## src/rtl/fetch_stage.sv

```systemverilog
// Instruction-fetch stage: owns the fetch PC, issues single-outstanding imem
// requests, holds the fetched word in the IF slot and advances it into IF/ID.
module fetch_stage #(
    parameter logic [31:0] RESET_PC = 32'h0000_0000,
    parameter int unsigned CNT_W    = 32
) (
    input  logic             clk_i,
    input  logic             rst_i,
    output logic             imem_req_o,
    output logic [31:0]      imem_addr_o,
    input  logic             imem_rvalid_i,
    input  logic [31:0]      imem_rdata_i,
    input  logic             stall_i,
    input  logic             hit_i,
    input  logic [31:0]      npc_i,
    input  logic             flush_br_i,
    output logic [31:0]      pc_IF_o,
    output logic [31:0]      instr_IF_o,
    output logic             valid_IF_o,
    output logic [31:0]      pc_ID_o,
    output logic [31:0]      instr_ID_o,
    output logic             valid_ID_o,
    output logic [CNT_W-1:0] redirect_cnt_o
);

    typedef enum logic [1:0] {
        S_REQ,
        S_WAIT,
        S_HOLD,
        S_DROP
    } state_t;

    state_t             state_q, state_d;
    logic [31:0]        pc_q, pc_d;
    logic               if_valid_q, if_valid_d;
    logic [31:0]        if_pc_q, if_pc_d;
    logic [31:0]        if_instr_q, if_instr_d;
    logic               id_valid_q, id_valid_d;
    logic [31:0]        id_pc_q, id_pc_d;
    logic [31:0]        id_instr_q, id_instr_d;
    logic [CNT_W-1:0]   cnt_q, cnt_d;
    logic               advance;
    logic [31:0]        next_pc;

    always_ff @(posedge clk_i) begin
        if (rst_i) begin
            state_q    <= S_REQ;
            pc_q       <= RESET_PC;
            if_valid_q <= 1'b0;
            if_pc_q    <= '0;
            if_instr_q <= '0;
            id_valid_q <= 1'b0;
            id_pc_q    <= '0;
            id_instr_q <= '0;
            cnt_q      <= '0;
        end else begin
            state_q    <= state_d;
            pc_q       <= pc_d;
            if_valid_q <= if_valid_d;
            if_pc_q    <= if_pc_d;
            if_instr_q <= if_instr_d;
            id_valid_q <= id_valid_d;
            id_pc_q    <= id_pc_d;
            id_instr_q <= id_instr_d;
            cnt_q      <= cnt_d;
        end
    end

    always_comb begin
        state_d    = state_q;
        pc_d       = pc_q;
        if_valid_d = if_valid_q;
        if_pc_d    = if_pc_q;
        if_instr_d = if_instr_q;
        id_valid_d = id_valid_q;
        id_pc_d    = id_pc_q;
        id_instr_d = id_instr_q;
        cnt_d      = cnt_q;
        next_pc    = hit_i ? npc_i : (if_pc_q + 32'd4);
        advance    = (state_q == S_HOLD) && !stall_i && !flush_br_i;

        unique case (state_q)
            S_REQ:  state_d = S_WAIT;
            S_WAIT: begin
                if (imem_rvalid_i && !flush_br_i) begin
                    if_valid_d = 1'b1;
                    if_pc_d    = pc_q;
                    if_instr_d = imem_rdata_i;
                    state_d    = S_HOLD;
                end
            end
            S_HOLD: begin
                if (advance) begin
                    id_pc_d    = if_pc_q;
                    id_instr_d = if_instr_q;
                    if_valid_d = 1'b0;
                    pc_d       = next_pc;
                    state_d    = S_REQ;
                end
            end
            S_DROP: begin
                if (imem_rvalid_i) state_d = S_REQ;
            end
            default: state_d = S_REQ;
        endcase

        if (advance)       id_valid_d = 1'b1;
        else if (!stall_i) id_valid_d = 1'b0;

        // Flush overrides stall and advance; an outstanding response must still drain.
        if (flush_br_i) begin
            if_valid_d = 1'b0;
            id_valid_d = 1'b0;
            pc_d       = npc_i;
            cnt_d      = cnt_q + CNT_W'(1);
            if (state_q == S_WAIT || state_q == S_DROP)
                state_d = imem_rvalid_i ? S_REQ : S_DROP;
            else
                state_d = S_REQ;
        end
    end

    assign imem_req_o     = (state_q == S_REQ) && !rst_i;
    assign imem_addr_o    = imem_req_o ? pc_q : '0;
    assign pc_IF_o        = if_pc_q;
    assign instr_IF_o     = if_instr_q;
    assign valid_IF_o     = if_valid_q;
    assign pc_ID_o        = id_pc_q;
    assign instr_ID_o     = id_instr_q;
    assign valid_ID_o     = id_valid_q;
    assign redirect_cnt_o = cnt_q;

endmodule

```

## config.mk

```make
export PLATFORM = sky130hd
export DESIGN_NAME = fetch_stage
export DESIGN_NICKNAME = d
export VERILOG_FILES = /design/src/rtl/fetch_stage.sv
export SDC_FILE = /design/constraint.sdc
export NUM_CORES = 1
export LEC_CHECK = 0
export BUFFER_PORTS_ARGS = -buffer_cell sky130_fd_sc_hd__buf_2
export CAP_MARGIN = 20
export CORE_MARGIN = 1
export CORE_UTILIZATION = 42
export CTS_CLUSTER_SIZE = 10
export DETAILED_ROUTE_END_ITERATION = 12
export PLACE_DENSITY = 0.64
export SETUP_SLACK_MARGIN = 0.2
export SLEW_MARGIN = 20
export SYNTH_ARGS = -nofsm -noshare
export SYNTH_HDL_FRONTEND = slang
export SYNTH_SLANG_ARGS = --single-unit
```

## constraint.sdc

```tcl
create_clock -name clk_i -period 5.1 [get_ports clk_i]
set_input_delay 0 -clock clk_i [delete_from_list [all_inputs] [get_ports clk_i]]
set_output_delay 0 -clock clk_i [all_outputs]
set_load 0.02 [all_outputs]
```

=== Word-level counts from Yosys, hierarchy flattened ===
Cells that the tools add are included.

* Flip-flop bits (word level): 196

* Reductions and logical operators: 18
* Equality and inequality tests: 9
* Multiplexer cells: 17
* Add/subtract/negate cells: 2

{| class="wikitable"
|+ Operator list
! operator !! count
|-
| 32-bit 2-to-1 mux || 5
|-
| 32-bit by 1-bit adder with 32-bit output, second input constant || 1
|-
| 32-bit by 3-bit adder with 32-bit output, second input constant || 1
|-
| 2-bit 2-to-1 mux || 6
|-
| 3-bit != test, second input constant || 3
|-
| 2-bit one-hot mux with 4 select lines || 1
|-
| 2-bit AND reduction || 3
|-
| 3-bit AND reduction || 2
|-
| 2-bit nonzero test || 3
|-
| 2-bit == test, second input constant || 2
|-
| 1-bit logical AND || 4
|-
| 1-bit 2-to-1 mux || 4
|-
| 2-bit != test, second input constant || 2
|-
| 1-bit zero test || 3
|-
| 2-bit by 1-bit == test with 1-bit output, second input constant || 1
|-
| 2-bit zero test || 1
|-
| 2-bit by 1-bit != test with 1-bit output, second input constant || 1
|-
| 1-bit one-hot mux with 2 select lines || 1
|-
| 2-bit OR reduction || 1
|-
| 1-bit logical OR || 1
|}

=== Longest topological paths before layout ===
Gate-level depths: netlist of run 1.

* Depth in word-level cells: 6
* Gate-level depth with buffers: 8

=== Worst setup path after synthesis of run 1 ===
Ideal clock, no wire load.

* Path type: reg2reg
* Start point: register if_pc_q[2] (netlist: pc_IF_o[2])
* End point: register pc_q[28]
* Path slack: 3.165 ns
* Path buffers: 1
* Required time: 4.978 ns
* Arrival: 1.813 ns
* Cell stages (with the launch flop): 8
* Path through: dfxtp_1 > ha_1 > and4_1 > buf_2 > nand4_4 > nor3_2 > a21oi_1 > a311o_1

* Word-level cells in the longest chain between the ends: 5

{| class="wikitable"
|+ RTL lines
! what !! line !! source
|-
| start, declared || 36 || <nowiki>logic [31:0] if_pc_q, if_pc_d;</nowiki>
|-
| start signal, assigned || 60 || <nowiki>if_pc_q <= if_pc_d;</nowiki>
|-
| 32-bit by 3-bit adder with 32-bit output || 79 || <nowiki>next_pc = hit_i ? npc_i : (if_pc_q + 32'd4);</nowiki>
|-
| 32-bit 2-to-1 mux || 79 ||
|-
| 32-bit 2-to-1 mux || 93 || <nowiki>if (advance) begin</nowiki>
|-
| 32-bit 2-to-1 mux || 82 || <nowiki>unique case (state_q)</nowiki>
|-
| 32-bit 2-to-1 mux || 111 || <nowiki>if (flush_br_i) begin</nowiki>
|-
| end signal, assigned || 58 || <nowiki>pc_q <= pc_d;</nowiki>
|-
| end, declared || 34 || <nowiki>logic [31:0] pc_q, pc_d;</nowiki>
|}

Every way passes these cells. The select of a mux whose other input is x is not followed.
A chain may end at the register's enable or synchronous reset.

=== Worst setup path in the final report of run 1 ===
* Start point: register state_q[0]
* End point: output imem_addr_o[13]

* Word-level cells in the longest chain between the ends: 3

{| class="wikitable"
|+ RTL lines
! what !! line !! source
|-
| start, declared || 33 || <nowiki>state_t state_q, state_d;</nowiki>
|-
| start signal, assigned || 57 || <nowiki>state_q <= state_d;</nowiki>
|-
| 2-bit zero test || 123 || <nowiki>assign imem_req_o = (state_q == S_REQ) && !rst_i;</nowiki>
|-
| 1-bit logical AND || 123 ||
|-
| 32-bit 2-to-1 mux || 124 || <nowiki>assign imem_addr_o = imem_req_o ? pc_q : '0;</nowiki>
|-
| end, declared || 10 || <nowiki>output logic [31:0] imem_addr_o,</nowiki>
|}

Every way passes these cells.

==> flow_summary.html, run 1 <==
<table>
<tr><th>Metric</th><th>Value</th></tr>
<tr><th colspan="2">Synth</th></tr>
<tr><td>Mapped cell area</td><td>8190 um^2</td></tr>
<tr><td>Number of enable flip-flop cells after synthesis</td><td>0</td></tr>
<tr><td>Cell type with the largest total area after synthesis</td><td>sky130_fd_sc_hd__dfxtp_1</td></tr>
<tr><td>Mean post-synth cell area</td><td>7.983 um^2</td></tr>
<tr><td>Share of Yosys cell area claimed by the top area cell type</td><td>0.4791</td></tr>
<tr><td>Warning count from the yosys run</td><td>0</td></tr>
<tr><td>Sequential fraction of the synthesis area</td><td>0.4791</td></tr>
<tr><td>Post-synthesis register bit count</td><td>just under 200</td></tr>
<tr><td>Cell count after synthesis</td><td>slightly above 1,000</td></tr>
<tr><td>Number of unique standard cell types used by synthesis</td><td>between 40 and 50</td></tr>
<tr><td>Commonest register cell after synthesis</td><td>sky130_fd_sc_hd__dfxtp_1</td></tr>
<tr><td>Net count after synthesis</td><td>about 1,100</td></tr>
<tr><td>Dominant cells by area after synthesis</td><td>sky130_fd_sc_hd__dfxtp_1 48%, sky130_fd_sc_hd__nand2_1 13%, sky130_fd_sc_hd__a21oi_1 9.5%, sky130_fd_sc_hd__xor2_1 4.2%, sky130_fd_sc_hd__nor2_1 2.8%</td></tr>
<tr><td>Async SR Flop Fraction</td><td>0</td></tr>
<tr><th colspan="2">Critical path</th></tr>
<tr><td>Arrival time worst endpoint</td><td>about 2.4 ns</td></tr>
<tr><td>Nature of the critical path startpoint</td><td>register</td></tr>
<tr><td>Source of the worst register-to-register timing path</td><td>state_q[1]</td></tr>
<tr><td>Worst flop-to-flop path endpoint</td><td>pc_q[27]</td></tr>
<tr><td>Path depth of the worst reg2reg path</td><td>4</td></tr>
<tr><td>Worst Path Max Fanout</td><td>19</td></tr>
<tr><td>Path type of the worst setup path</td><td>register to primary output</td></tr>
<tr><td>Setup slack on the worst flop-to-flop path</td><td>2.82 ns</td></tr>
<tr><td>Critical path capture point type</td><td>primary output</td></tr>
<tr><td>Data required time at the worst endpoint</td><td>5.10 ns</td></tr>
<tr><th colspan="2">Power</th></tr>
<tr><td>Overall power of the completed layout</td><td>approximately 3.1 mW</td></tr>
<tr><td>Leakage Power</td><td>4.555 nW</td></tr>
<tr><td>Ratio of total power to cell area</td><td>290.5 nW/um^2</td></tr>
<tr><td>Peak VDD IR</td><td>0.2266 mV</td></tr>
<tr><th colspan="2">Worst hold path</th></tr>
<tr><td>Worst-case hold path end point</td><td>pc_q[28]</td></tr>
<tr><td>Min-Delay Path Depth</td><td>4</td></tr>
<tr><td>Start point of the worst min-delay path</td><td>npc_i[28]</td></tr>
<tr><td>Type of the most critical hold path</td><td>primary input to register</td></tr>
<tr><th colspan="2">STA</th></tr>
<tr><td>Tightest Pin Transition</td><td>between 0.9 and 1 ns</td></tr>
<tr><td>Shortest clock period the worst path allows after layout</td><td>2.348 ns</td></tr>
<tr><td>Fin. max-slew vios</td><td>0</td></tr>
<tr><td>Final setup viols</td><td>0</td></tr>
<tr><td>Setup slack after layout</td><td>2.752 ns</td></tr>
<tr><td>Worst-case clock skew</td><td>0.006905 ns</td></tr>
<tr><td>Top achievable clock speed</td><td>425.8 MHz</td></tr>
<tr><td>Unrepaired setup endpoints after global routing</td><td>no</td></tr>
<tr><td>Share of the cycle needed by the critical path after routing</td><td>0.4605</td></tr>
<tr><td>Final Hold Fails</td><td>0</td></tr>
<tr><td>Accumulated negative setup slack</td><td>0 ns</td></tr>
<tr><td>Worst max-slew margin expressed relative to the limit</td><td>0.3384</td></tr>
<tr><th colspan="2">Route</th></tr>
<tr><td>Average vias per placed instance</td><td>5.065</td></tr>
<tr><td>Routed wire length per instance</td><td>roughly 15 um</td></tr>
<tr><td>Total Routed Length</td><td>24.36 mm</td></tr>
<tr><td>Iteration-0 DRC Markers</td><td>between 400 and 500</td></tr>
<tr><td>Post-detailed-route count of antenna-violating nets</td><td>0</td></tr>
<tr><td>DRC violation count after routing</td><td>0</td></tr>
<tr><td>Via count</td><td>7,978</td></tr>
<tr><td>Number of detailed-route iterations in the first pass</td><td>6</td></tr>
<tr><th colspan="2">GRT</th></tr>
<tr><td>Total Routing Usage GR</td><td>0.2381</td></tr>
<tr><td>Maximum number of pins on one net before global-route repair</td><td>around 110</td></tr>
<tr><td>Number of global-route vias before repair</td><td>~7,400</td></tr>
<tr><td>Antenna violations before repair</td><td>1</td></tr>
<tr><td>First-pass GRT wire length</td><td>38.12 mm</td></tr>
<tr><td>Total congestion overflow after global routing</td><td>0</td></tr>
<tr><th colspan="2">Floorplanning</th></tr>
<tr><td>Chip width</td><td>141.6 um</td></tr>
<tr><td>Floorplan core area</td><td>18,890 um^2</td></tr>
<tr><td>DIE AREA</td><td>20,060 um^2</td></tr>
<tr><td>Effective utilization at floorplan</td><td>0.4335</td></tr>
<tr><td>Floorplan die height</td><td>141.6 um</td></tr>
<tr><td>Std-Cell Rows</td><td>50</td></tr>
<tr><td>I/O pins</td><td>265</td></tr>
<tr><th colspan="2">Clock network</th></tr>
<tr><td>Clock network latency to the later pin of the worst-skew pair</td><td>0.42 ns</td></tr>
<tr><td>Total of cells resized after clock tree synthesis</td><td>0</td></tr>
<tr><td>Post-CTS Setup Repair Bufs</td><td>0</td></tr>
<tr><td>Total clock buffers created by CTS</td><td>17</td></tr>
<tr><td>Maximum clock path buffer count</td><td>2</td></tr>
<tr><td># clock sinks</td><td>roughly 200</td></tr>
<tr><td>Hold buffer count at cts</td><td>57</td></tr>
<tr><td>Level count of the clock H-tree</td><td>4</td></tr>
<tr><td>Clock transition at the registers of the reported paths</td><td>around 0.070 ns</td></tr>
<tr><td>Clk root buf</td><td>sky130_fd_sc_hd__clkbuf_16</td></tr>
<tr><td>CTS tree</td><td>yes</td></tr>
<tr><th colspan="2">Run</th></tr>
<tr><td>Count of maximum capacitance violations</td><td>0</td></tr>
<tr><th colspan="2">Cells and area</th></tr>
<tr><td>Final standard cell count with taps included and fillers excluded</td><td>1,575</td></tr>
<tr><td>Area added between synthesis and finish</td><td>31.47%</td></tr>
<tr><td>Count of fill cells added during filler insertion</td><td>1,824</td></tr>
<tr><td>Final net count</td><td>1,374</td></tr>
<tr><td>Share of cells above drive strength 1</td><td>0.2489</td></tr>
<tr><td>Post-layout utilization of the core</td><td>0.5699</td></tr>
<tr><th colspan="2">Placed design</th></tr>
<tr><td>Final GP Congestion</td><td>0.8304</td></tr>
<tr><td>Inst Count DP</td><td>~1,500</td></tr>
<tr><td>Post-placement worst setup slack</td><td>2.844 ns</td></tr>
<tr><td>DP Wirelength</td><td>about 16 mm</td></tr>
<tr><td>Number of buffers added on ports</td><td>between 200 and 300</td></tr>
<tr><th colspan="2">Status</th></tr>
<tr><td>Result of the run</td><td>completed</td></tr>
</table>
## cell type report
| type | instances | area [um^2] | area share |
|---|---|---|---|
| Multi-Input combinational cell | 754 | 3975 | 0.3692 |
| Sequential cell | 196 | 3924 | 0.3644 |
| Timing Repair Buffer | 330 | 1966 | 0.1825 |
| Clock buffer | 18 | 439.2 | 0.04079 |
| Tap cell | 260 | 325.3 | 0.03021 |
| Clock inverter | 13 | 125.1 | 0.01162 |
| Inverter | 3 | 11.26 | 0.001046 |
| Antenna cell | 1 | 2.502 | 0.0002324 |
## stage by stage
stage / hold slack (ns) / area, um^2
finish: 0.01954 / 10770
global route: 0.04176 / 10770
CTS: 0.002138 / 10770
detailed placement: 0.2476 / 9630
global placement: 0.2405 / 9630
floorplan: 0.1360 / 8190
## cells in the mapped netlist, types with 2 or more instances
| master | instances |
|---|---|
| sky130_fd_sc_hd__nand2_1 | 291 |
| sky130_fd_sc_hd__dfxtp_1 | 196 |
| sky130_fd_sc_hd__a21oi_1 | 155 |
| sky130_fd_sc_hd__nor2_1 | 62 |
| sky130_fd_sc_hd__clkbuf_1 | 48 |
| sky130_fd_sc_hd__xor2_1 | 39 |
| sky130_fd_sc_hd__and2_1 | 35 |
| sky130_fd_sc_hd__nand3_1 | 23 |
| sky130_fd_sc_hd__nand4_1 | 22 |
| sky130_fd_sc_hd__and3_1 | 19 |
| sky130_fd_sc_hd__xnor2_1 | 17 |
| sky130_fd_sc_hd__buf_2 | 16 |
| sky130_fd_sc_hd__and4_1 | 11 |
| sky130_fd_sc_hd__o21ai_0 | 9 |
| sky130_fd_sc_hd__nor3_1 | 8 |
| sky130_fd_sc_hd__o22ai_1 | 8 |
| sky130_fd_sc_hd__buf_1 | 7 |
| sky130_fd_sc_hd__a211oi_1 | 4 |
| sky130_fd_sc_hd__a31oi_1 | 4 |
| sky130_fd_sc_hd__a211o_1 | 3 |
| sky130_fd_sc_hd__a311oi_1 | 3 |
| sky130_fd_sc_hd__inv_1 | 3 |
| sky130_fd_sc_hd__nand2b_1 | 3 |
| sky130_fd_sc_hd__nor4_2 | 3 |
| sky130_fd_sc_hd__o221ai_1 | 3 |
| sky130_fd_sc_hd__a2111oi_0 | 2 |
| sky130_fd_sc_hd__a221oi_2 | 2 |
| sky130_fd_sc_hd__a31o_1 | 2 |
| sky130_fd_sc_hd__buf_4 | 2 |
| sky130_fd_sc_hd__ha_1 | 2 |
| sky130_fd_sc_hd__nand3b_1 | 2 |
| sky130_fd_sc_hd__nand4_4 | 2 |
| sky130_fd_sc_hd__nor2_2 | 2 |
| sky130_fd_sc_hd__nor4_1 | 2 |
| sky130_fd_sc_hd__nor4_4 | 2 |
| sky130_fd_sc_hd__or2_2 | 2 |
| sky130_fd_sc_hd__or3_1 | 2 |
## worst max-delay path by stage
stage,start,endpoint,slack (ns),cells past startpoint
2_1_floorplan,pc_IF_o[2],pc_q[28],3.17,7
3_3_place_gp,state_q[0],pc_ID_o[20],2.92,5
3_5_place_dp,state_q[1],pc_ID_o[20],2.84,5
4_1_cts,state_q[0],imem_addr_o[13],2.75,4
5_1_grt,state_q[1],pc_q[27],2.61,4
6_report,state_q[0],imem_addr_o[13],2.75,4
## metal layers
layer / vias to the layer above / GRT usage / routed length [um]
li1: 3997 / - / -
met1: 3681 / 0.2998 / 10730
met2: 251 / 0.3907 / 11430
met3: 49 / 0.05737 / 1471
met4: 0 / 0.09734 / 729
met5: - / 0 / 0
## critical path, cell delays in order (launching register included)
cell and delay [ns]:
sky130_fd_sc_hd__dfxtp_1 0.39, sky130_fd_sc_hd__nor3_2 0.82, sky130_fd_sc_hd__buf_4 0.34, sky130_fd_sc_hd__and2_1 0.19, sky130_fd_sc_hd__buf_2 0.18
## flip-flops by register name (all words and copies together) (netlist names)
name and count:
pc_IF_o 32, pc_q 32, valid_ID_o 1, instr_IF_o 32
state_q 2, valid_IF_o 1, pc_ID_o 32, redirect_cnt_o 32
instr_ID_o 32
## cell usage in the layout, fill, tap and decap left out, types with 3 or more instances in the layout
| cell | n |
|---|---|
| sky130_fd_sc_hd__nand2_1 | 291 |
| sky130_fd_sc_hd__buf_2 | 263 |
| sky130_fd_sc_hd__dfxtp_1 | 196 |
| sky130_fd_sc_hd__a21oi_1 | 155 |
| sky130_fd_sc_hd__nor2_1 | 61 |
| sky130_fd_sc_hd__dlygate4sd3_1 | 57 |
| sky130_fd_sc_hd__xor2_1 | 39 |
| sky130_fd_sc_hd__and2_1 | 35 |
| sky130_fd_sc_hd__nand4_1 | 22 |
| sky130_fd_sc_hd__nand3_1 | 22 |
| sky130_fd_sc_hd__and3_1 | 18 |
| sky130_fd_sc_hd__xnor2_1 | 17 |
| sky130_fd_sc_hd__clkbuf_16 | 17 |
| sky130_fd_sc_hd__and4_1 | 11 |
| sky130_fd_sc_hd__o21ai_0 | 9 |
| sky130_fd_sc_hd__buf_4 | 9 |
| sky130_fd_sc_hd__o22ai_1 | 8 |
| sky130_fd_sc_hd__nor3_1 | 7 |
| sky130_fd_sc_hd__a211oi_1 | 4 |
| sky130_fd_sc_hd__a31oi_1 | 4 |
| sky130_fd_sc_hd__inv_6 | 4 |
| sky130_fd_sc_hd__o221ai_1 | 3 |
| sky130_fd_sc_hd__nor4_2 | 3 |
| sky130_fd_sc_hd__a211o_1 | 3 |
| sky130_fd_sc_hd__a311oi_1 | 3 |
| sky130_fd_sc_hd__inv_1 | 3 |
| sky130_fd_sc_hd__clkinv_2 | 3 |
| sky130_fd_sc_hd__clkinvlp_4 | 3 |
## logic make-up after synthesis
group           after synthesis  share of synthesized area
compound gates              199                     0.1346
mux                           1                   0.001222
buf+inv                      76                    0.03819
simple gates                496                     0.2840
fa+ha+maj                     2                   0.003055
flops                       196                     0.4791
xor+xnor                     56                    0.05988
## report_power, final
group	internal, mW	switching [mW]
sequential	1.56	0.0266
combinational	0.0998	0.142
clock	0.695	0.609
total	2.35	0.777
(Power assumes the default switching activity.)
==> inputs of run 2 (changes only) <==
- PLACE_DENSITY: 0.64 -> 0.67
- clock period: 5.1 -> 2 ns (I/O delays scaled with it)
==> run 2 against run 1 <==
  * Hold slack got worse by 0.0043 ns
  * Die area stayed put
  * Power rose to 2.6 times the previous value
  * Global-route usage increased by 1.4 points
  * Final cell count rose by 2.9%
  * Critical endpoint is now imem_addr_o[27]
==> flow_summary.html, run 2 (synthesis gave the netlist of run 1 again) <==
<table>
<tr><th>Metric</th><th>Value</th></tr>
<tr><th colspan="2">Cells and area</th></tr>
<tr><td>Final net count</td><td>1,419</td></tr>
<tr><td>Post-route design area</td><td>11,200 um^2</td></tr>
<tr><td>Most frequent standard cell in the layout excluding fill and tap cells</td><td>sky130_fd_sc_hd__nand2_1</td></tr>
<tr><td>Share of cells above drive strength 1</td><td>0.2772</td></tr>
<tr><td>Top library cells by usage in the layout, fill and taps aside</td><td>290 x sky130_fd_sc_hd__nand2_1, 263 x sky130_fd_sc_hd__buf_2, 192 x sky130_fd_sc_hd__dfxtp_1</td></tr>
<tr><td>Area added between synthesis and finish</td><td>36.69%</td></tr>
<tr><th colspan="2">STA</th></tr>
<tr><td>Accumulated negative setup slack</td><td>0 ns</td></tr>
<tr><td>Tightest Pin Transition</td><td>0.6156 ns</td></tr>
<tr><td>Worst max-slew margin expressed relative to the limit</td><td>0.5886</td></tr>
<tr><td>Worst-case clock skew</td><td>0.01053 ns</td></tr>
<tr><td>Top achievable clock speed</td><td>583.6 MHz</td></tr>
<tr><td>Shortest clock period the worst path allows after layout</td><td>1.714 ns</td></tr>
<tr><td>Final Hold Fails</td><td>0</td></tr>
<tr><td>Share of the cycle needed by the critical path after routing</td><td>0.8568</td></tr>
<tr><td>Final setup viols</td><td>0</td></tr>
<tr><td>Final Hold Slack</td><td>0.01520 ns</td></tr>
<tr><td>Unrepaired setup endpoints after global routing</td><td>yes</td></tr>
<tr><td>Fin. max-slew vios</td><td>0</td></tr>
<tr><th colspan="2">Floorplanning</th></tr>
<tr><td>Chip width</td><td>between 100 and 150 um</td></tr>
<tr><td>Effective utilization at floorplan</td><td>0.4335</td></tr>
<tr><td>Std-Cell Rows</td><td>50</td></tr>
<tr><td>DIE AREA</td><td>20,060 um^2</td></tr>
<tr><td>Floorplan die height</td><td>about 140 um</td></tr>
<tr><td>Floorplan core area</td><td>18,890 um^2</td></tr>
<tr><td>I/O pins</td><td>265</td></tr>
<tr><th colspan="2">Critical path</th></tr>
<tr><td>Arrival time worst endpoint</td><td>about 1.7 ns</td></tr>
<tr><td>Nature of the critical path startpoint</td><td>register</td></tr>
<tr><td>Critical path capture point type</td><td>primary output</td></tr>
<tr><td>Worst Path Max Fanout</td><td>19</td></tr>
<tr><td>Data required time at the worst endpoint</td><td>2.00 ns</td></tr>
<tr><td>Path type of the worst setup path</td><td>register to primary output</td></tr>
<tr><td>Path depth of the worst reg2reg path</td><td>6</td></tr>
<tr><th colspan="2">Route</th></tr>
<tr><td>Total Routed Length</td><td>25.48 mm</td></tr>
<tr><td>Routed wire length per instance</td><td>about 16 um</td></tr>
<tr><td>Iteration-0 DRC Markers</td><td>~470</td></tr>
<tr><td>Post-detailed-route count of antenna-violating nets</td><td>0</td></tr>
<tr><td>Number of detailed-route iterations in the first pass</td><td>5</td></tr>
<tr><td>Average vias per placed instance</td><td>around 5.1</td></tr>
<tr><td>Via count</td><td>8,264</td></tr>
<tr><td>DRC violation count after routing</td><td>0</td></tr>
<tr><th colspan="2">Status</th></tr>
<tr><td>Result of the run</td><td>completed</td></tr>
<tr><th colspan="2">Placed design</th></tr>
<tr><td>DP Wirelength</td><td>16.95 mm</td></tr>
<tr><td>Final GP Congestion</td><td>0.8894</td></tr>
<tr><td>Placed inst area</td><td>approximately 9900 um^2</td></tr>
<tr><td>Number of buffers added on ports</td><td>~260</td></tr>
<tr><th colspan="2">Clock network</th></tr>
<tr><td>Clock network latency to the later pin of the worst-skew pair</td><td>0.43 ns</td></tr>
<tr><td>CTS tree</td><td>yes</td></tr>
<tr><td>Clk root buf</td><td>sky130_fd_sc_hd__clkbuf_16</td></tr>
<tr><td>Level count of the clock H-tree</td><td>4</td></tr>
<tr><td># clock sinks</td><td>196</td></tr>
<tr><td>Total clock buffers created by CTS</td><td>17</td></tr>
<tr><td>Maximum clock path buffer count</td><td>2</td></tr>
<tr><td>Clock transition at the registers of the reported paths</td><td>roughly 0.070 ns</td></tr>
<tr><th colspan="2">Run</th></tr>
<tr><td>Count of maximum capacitance violations</td><td>0</td></tr>
<tr><th colspan="2">Power</th></tr>
<tr><td>Leakage Power</td><td>4.832 nW</td></tr>
<tr><td>Ratio of total power to cell area</td><td>724.2 nW/um^2</td></tr>
<tr><td>Peak VDD IR</td><td>0.5579 mV</td></tr>
<tr><th colspan="2">GRT</th></tr>
<tr><td>Antenna violations before repair</td><td>0</td></tr>
<tr><td>Maximum number of pins on one net before global-route repair</td><td>104</td></tr>
<tr><td>Total Routing Usage GR</td><td>0.2521</td></tr>
<tr><td>Total congestion overflow after global routing</td><td>0</td></tr>
<tr><td>First-pass GRT wire length</td><td>40.09 mm</td></tr>
<tr><td>Number of global-route vias before repair</td><td>7,853</td></tr>
<tr><th colspan="2">Worst hold path</th></tr>
<tr><td>Min-Delay Path Depth</td><td>4</td></tr>
<tr><td>Type of the most critical hold path</td><td>primary input to register</td></tr>
</table>
## run 2: cell count changes in the layout (fill, tap and decap cells not counted), sizes merged
| cell | before | now |
|---|---|---|
| inv | 9 | 5 |
| clkinv | 3 | 7 |
| buf | 273 | 315 |
| clkbuf | 18 | 21 |
| dlygate4sd3 | 57 | 60 |
| clkinvlp | 3 | 0 |
| bufinv | 1 | 2 |
## run 2: layout make-up
class	instances	area, um^2
antenna	1	2.502
clock buffer	21	450.4
clock inverter	11	127.6
fill	1757	7697
inverter	3	11.26
multi-input combinational	754	4006
sequential	196	3929
tap	260	325.3
timing repair buffer	375	2344
## run 2: per-stage QoR
stage | worst slack [ns] | std cells | power, mW | util
5_1_grt | 0.1620 | 1620 | 8.406 | 0.5925
6_report | 0.2864 | 1621 | 8.108 | 0.5926
3_5_place_dp | 0.1185 | 1523 | 4.684 | 0.5264
2_1_floorplan | 0.2071 | 1026 | 4.440 | -
3_3_place_gp | 0.2049 | 1523 | 4.680 | 0.5264
4_1_cts | 0.2219 | 1617 | 8.160 | 0.5898
## run 2: what timing repair did
| item | CTS | global route |
|---|---|---|
| setup endpoints to repair | 16 | 26 |
| setup buffers | 2 | 3 |
| pin swaps | 1 | 3 |
| endpoints found under the hold margin | 84 | 0 |
| hold buffers | 60 | 0 |
| resized for setup | 1 | 10 |
## run 2: worst paths after layout
check,startpoint,end,slack [ns]
setup / recovery,state_q[0],imem_addr_o[27],0.29
hold reg to reg,pc_ID_o[1],pc_ID_o[1],0.45
hold / removal,npc_i[24],pc_q[24],0.02
setup reg to reg,pc_IF_o[2],pc_q[28],0.29
## run 2: per-layer routing
layer	part of all wire	vias to the layer above	global-route usage
li1	-	4079	-
met1	0.44	3870	0.3207
met2	0.47	266	0.4179
met3	0.058	49	0.04860
met4	0.027	0	0.1053
met5	0	-	0
## run 2: worst max-delay path, stage by stage, from the launching register on
cell and delay (ns):
sky130_fd_sc_hd__dfxtp_1 0.32, sky130_fd_sc_hd__buf_4 0.16, sky130_fd_sc_hd__nor3_2 0.20, sky130_fd_sc_hd__buf_4 0.24, sky130_fd_sc_hd__and2_1 0.19, sky130_fd_sc_hd__buf_2 0.18
## run 2: report_power, final
part,switching (mW),total [mW],internal (mW)
Combinational,0.382,0.666,0.285
Sequential,0.0606,4.03,3.97
Clock,1.52,3.41,1.89
==> inputs of run 3 (changes only) <==
- ABC_AREA: unset -> 1
- PLACE_DENSITY: 0.67 -> 0.66
==> run 3 against run 2 <==
  * Fmax increased by 2.2%
  * Hold slack got worse by 0.0018 ns
  * Area after synthesis increased by 5.1%
  * Final cell count increased by 13%
  * Sequential power increased by 3%
  * Critical path depth unchanged
  * First-iteration DRC count increased by 51%
  * Highest routed layer unchanged
  * Largest power group unchanged
  * Global-route usage increased by 1.4 points
  * Non-clock buffer count decreased by 21
  * Die area increased by 5.0%
  * Largest cell class unchanged
  * Critical path type unchanged
  * Via count increased by 13%
  * Register-to-register slack improved by 0.06 ns
==> flow_summary.html, run 3 <==
<table>
<tr><th>Metric</th><th>Value</th></tr>
<tr><th colspan="2">Critical path</th></tr>
<tr><td>Worst flop-to-flop path endpoint</td><td>pc_q[15]</td></tr>
<tr><td>Critical path capture point type</td><td>primary output</td></tr>
<tr><td>Path type of the worst setup path</td><td>register to primary output</td></tr>
<tr><td>Source of the worst register-to-register timing path</td><td>pc_IF_o[4]</td></tr>
<tr><td>Data required time at the worst endpoint</td><td>2.00 ns</td></tr>
<tr><td>Arrival time worst endpoint</td><td>1.68 ns</td></tr>
<tr><td>Path depth of the worst reg2reg path</td><td>8</td></tr>
<tr><td>Worst Path Max Fanout</td><td>29</td></tr>
<tr><td>Setup slack on the worst flop-to-flop path</td><td>0.35 ns</td></tr>
<tr><td>Nature of the critical path startpoint</td><td>register</td></tr>
<tr><th colspan="2">Clock network</th></tr>
<tr><td># clock sinks</td><td>196</td></tr>
<tr><td>Clock network latency to the later pin of the worst-skew pair</td><td>0.44 ns</td></tr>
<tr><td>Clock transition at the registers of the reported paths</td><td>0.07 ns</td></tr>
<tr><td>Total clock buffers created by CTS</td><td>17</td></tr>
<tr><td>CTS tree</td><td>yes</td></tr>
<tr><td>Level count of the clock H-tree</td><td>4</td></tr>
<tr><td>Maximum clock path buffer count</td><td>2</td></tr>
<tr><td>Clk root buf</td><td>sky130_fd_sc_hd__clkbuf_16</td></tr>
<tr><th colspan="2">GRT</th></tr>
<tr><td>First-pass GRT wire length</td><td>45.28 mm</td></tr>
<tr><td>Antenna violations before repair</td><td>0</td></tr>
<tr><td>Number of global-route vias before repair</td><td>8,765</td></tr>
<tr><td>Maximum number of pins on one net before global-route repair</td><td>71</td></tr>
<tr><td>Total Routing Usage GR</td><td>0.2660</td></tr>
<tr><td>Total congestion overflow after global routing</td><td>0</td></tr>
<tr><th colspan="2">Synth</th></tr>
<tr><td>Commonest register cell after synthesis</td><td>sky130_fd_sc_hd__dfxtp_1</td></tr>
<tr><td>Share of Yosys cell area claimed by the top area cell type</td><td>0.4557</td></tr>
<tr><td>Dominant cells by area after synthesis</td><td>sky130_fd_sc_hd__dfxtp_1 46%, sky130_fd_sc_hd__nor2_1 12%, sky130_fd_sc_hd__o21ai_0 9.7%, sky130_fd_sc_hd__nand2_1 7.2%, sky130_fd_sc_hd__a21oi_1 7.1%</td></tr>
<tr><td>Mean post-synth cell area</td><td>6.926 um^2</td></tr>
<tr><td>Sequential fraction of the synthesis area</td><td>0.4557</td></tr>
<tr><td>Cell type with the largest total area after synthesis</td><td>sky130_fd_sc_hd__dfxtp_1</td></tr>
<tr><td>Post-synthesis register bit count</td><td>196</td></tr>
<tr><td>Async SR Flop Fraction</td><td>0</td></tr>
<tr><td>Number of unique standard cell types used by synthesis</td><td>33</td></tr>
<tr><td>Commonest cells post-synth</td><td>286 x sky130_fd_sc_hd__nor2_1, 196 x sky130_fd_sc_hd__dfxtp_1, 167 x sky130_fd_sc_hd__o21ai_0</td></tr>
<tr><td>Warning count from the yosys run</td><td>0</td></tr>
<tr><td>Mapped cell area</td><td>8610 um^2</td></tr>
<tr><td>Cell with the most instances after synthesis</td><td>sky130_fd_sc_hd__nor2_1</td></tr>
<tr><td>Number of enable flip-flop cells after synthesis</td><td>0</td></tr>
<tr><td>Cell count after synthesis</td><td>around 1,200</td></tr>
<tr><td>Net count after synthesis</td><td>around 1,300</td></tr>
<tr><th colspan="2">Worst hold path</th></tr>
<tr><td>Start point of the worst min-delay path</td><td>npc_i[18]</td></tr>
<tr><td>Type of the most critical hold path</td><td>primary input to register</td></tr>
<tr><td>Worst-case hold path end point</td><td>pc_q[18]</td></tr>
<tr><td>Min-Delay Path Depth</td><td>5</td></tr>
<tr><th colspan="2">Floorplanning</th></tr>
<tr><td>Effective utilization at floorplan</td><td>0.4269</td></tr>
<tr><td>I/O pins</td><td>between 200 and 300</td></tr>
<tr><td>Chip width</td><td>~150 um</td></tr>
<tr><td>DIE AREA</td><td>21,080 um^2</td></tr>
<tr><td>Std-Cell Rows</td><td>52</td></tr>
<tr><td>Floorplan die height</td><td>approximately 150 um</td></tr>
<tr><td>Floorplan core area</td><td>20,170 um^2</td></tr>
<tr><th colspan="2">Route</th></tr>
<tr><td>Post-detailed-route count of antenna-violating nets</td><td>0</td></tr>
<tr><td>Number of detailed-route iterations in the first pass</td><td>6</td></tr>
<tr><td>Routed wire length per instance</td><td>15.54 um</td></tr>
<tr><td>Average vias per placed instance</td><td>5.085</td></tr>
<tr><td>Total Routed Length</td><td>28.49 mm</td></tr>
<tr><td>Via count</td><td>between 9,000 and 10,000</td></tr>
<tr><td>Iteration-0 DRC Markers</td><td>roughly 700</td></tr>
<tr><td>DRC violation count after routing</td><td>0</td></tr>
<tr><th colspan="2">Power</th></tr>
<tr><td>Ratio of total power to cell area</td><td>757.2 nW/um^2</td></tr>
<tr><td>Clk pwr share</td><td>0.412</td></tr>
<tr><td>Relative contribution of combinational cells to total power</td><td>0.111</td></tr>
<tr><td>Leakage Power</td><td>5.298 nW</td></tr>
<tr><td>Peak VDD IR</td><td>0.5809 mV</td></tr>
<tr><td>Overall power of the completed layout</td><td>8.697 mW</td></tr>
<tr><td>Power spent charging and discharging nets</td><td>2.372 mW</td></tr>
<tr><td>Internal power</td><td>6.325 mW</td></tr>
<tr><td>Fraction of power consumed by sequential logic</td><td>0.476</td></tr>
<tr><td>Switching share of power</td><td>0.2727</td></tr>
<tr><th colspan="2">STA</th></tr>
<tr><td>Tightest Pin Transition</td><td>0.6866 ns</td></tr>
<tr><td>Worst-case clock skew</td><td>between 0.015 and 0.02 ns</td></tr>
<tr><td>Unrepaired setup endpoints after global routing</td><td>yes</td></tr>
<tr><td>Top achievable clock speed</td><td>596.3 MHz</td></tr>
<tr><td>Final Hold Fails</td><td>0</td></tr>
<tr><td>Shortest clock period the worst path allows after layout</td><td>about 1.7 ns</td></tr>
<tr><td>Share of the cycle needed by the critical path after routing</td><td>0.8385</td></tr>
<tr><td>Accumulated negative setup slack</td><td>0 ns</td></tr>
<tr><td>Final setup viols</td><td>0</td></tr>
<tr><td>Worst max-slew margin expressed relative to the limit</td><td>0.5416</td></tr>
<tr><td>Fin. max-slew vios</td><td>0</td></tr>
<tr><th colspan="2">Cells and area</th></tr>
<tr><td>Diode count</td><td>0</td></tr>
<tr><td>Area used by multi-input combinational logic</td><td>3998 um^2</td></tr>
<tr><td>Post-layout utilization of the core</td><td>0.5694</td></tr>
<tr><td>Area added between synthesis and finish</td><td>33.40%</td></tr>
<tr><td>Final standard cell count with taps included and fillers excluded</td><td>approximately 1,800</td></tr>
<tr><td>Top library cells by usage in the layout, fill and taps aside</td><td>283 x sky130_fd_sc_hd__nor2_1, 264 x sky130_fd_sc_hd__buf_2, 195 x sky130_fd_sc_hd__dfxtp_1</td></tr>
<tr><td>Final net count</td><td>1,623</td></tr>
<tr><td>Count of fill cells added during filler insertion</td><td>1,995</td></tr>
<tr><td>FF/Latch Area</td><td>3925 um^2</td></tr>
<tr><td>Share of cells above drive strength 1</td><td>0.2265</td></tr>
<tr><td>Most frequent standard cell in the layout excluding fill and tap cells</td><td>sky130_fd_sc_hd__nor2_1</td></tr>
<tr><th colspan="2">Placed design</th></tr>
<tr><td>Final GP Congestion</td><td>0.8899</td></tr>
<tr><td>Number of buffers added on ports</td><td>264</td></tr>
<tr><td>Inst Count DP</td><td>1,733</td></tr>
<tr><td>DP Wirelength</td><td>between 15 and 20 mm</td></tr>
<tr><th colspan="2">Run</th></tr>
<tr><td>Count of maximum capacitance violations</td><td>0</td></tr>
<tr><th colspan="2">Status</th></tr>
<tr><td>Result of the run</td><td>completed</td></tr>
</table>
-- run 3: repair_timing --
item / in CTS / in global routing
gates resized for setup: 2 / 8
setup buffers: 0 / 2
hold buffers: 67 / 0
setup endpoints to repair: 3 / 11
endpoints found under the hold margin: 66 / 0
pin swaps: 0 / 1
-- run 3: final cells by class --
cell class / count / area share
well taps: 270 / 0.02941
inverters: 106 / 0.03508
flip-flops and latches: 196 / 0.3418
clock buffers: 18 / 0.03824
clock inverters: 13 / 0.01460
repair buffers: 354 / 0.1928
multi-input cells: 876 / 0.3481
-- run 3: worst max path at each step --
stage,cells after the start,end,slack [ns],start
after global placement,10,pc_q[28],0.34,pc_IF_o[3]
after CTS,5,imem_addr_o[5],0.23,state_q[0]
after detailed placement,10,pc_q[28],0.31,pc_IF_o[3]
after global routing,9,pc_q[28],0.18,pc_IF_o[3]
after floorplan,10,pc_q[28],0.38,pc_IF_o[3]
final,5,imem_addr_o[10],0.32,state_q[0]
-- run 3: through the flow --
| stage | instance area [um^2] | setup slack (ns) | hold slack, ns |
|---|---|---|---|
| 2_1_floorplan | 8610 | 0.3754 | 0.1349 |
| 3_3_place_gp | 10170 | 0.3399 | 0.2189 |
| 3_5_place_dp | 10170 | 0.3115 | 0.2274 |
| 4_1_cts | 11450 | 0.2289 | 0.005739 |
| 5_1_grt | 11480 | 0.1781 | 0.03783 |
| 6_report | 11480 | 0.3231 | 0.01341 |
-- run 3: power by group through the flow --
| stage | Sequential (mW) | Clock (mW) | Combinational, mW |
|---|---|---|---|
| after floorplan | 4.31 | 0 | 0.428 |
| after global placement | 4.22 | 0 | 0.851 |
| after detailed placement | 4.23 | 0 | 0.854 |
| after CTS | 4.14 | 3.65 | 0.962 |
| after global routing | 4.16 | 3.77 | 1.06 |
| final | 4.14 | 3.59 | 0.970 |
-- run 3: cell families (layout without fill, tap and decap cells) --
logic type / count (synthesis) / in the layout / share of synthesized area
xor gates and xnor gates: 4 / 4 / 0.004070
buffers and inverters: 171 / 491 / 0.08255
DFF: 196 / 196 / 0.4557
and+or+nand+nor: 568 / 568 / 0.2767
adders and majority gates: 2 / 2 / 0.002906
AOI/OAI and AO/OA: 302 / 302 / 0.1780
-- run 3: worst max-delay path: stages, from the launching register on --
cell                      delay, ns
sky130_fd_sc_hd__dfxtp_1       0.35
sky130_fd_sc_hd__nor3_2        0.25
sky130_fd_sc_hd__inv_2         0.11
sky130_fd_sc_hd__buf_12        0.18
sky130_fd_sc_hd__nor2_1        0.16
sky130_fd_sc_hd__buf_2         0.19
-- run 3: per-layer routing --
| layer | track usage | part of all wire | routed length [um] | vias up |
|---|---|---|---|---|
| li1 | - | - | - | 4657 |
| met1 | 0.3482 | 0.45 | 12930 | 4258 |
| met2 | 0.4197 | 0.45 | 12770 | 354 |
| met3 | 0.07170 | 0.073 | 2076 | 51 |
| met4 | 0.09474 | 0.025 | 724 | 0 |
| met5 | 0 | 0 | 0 | - |
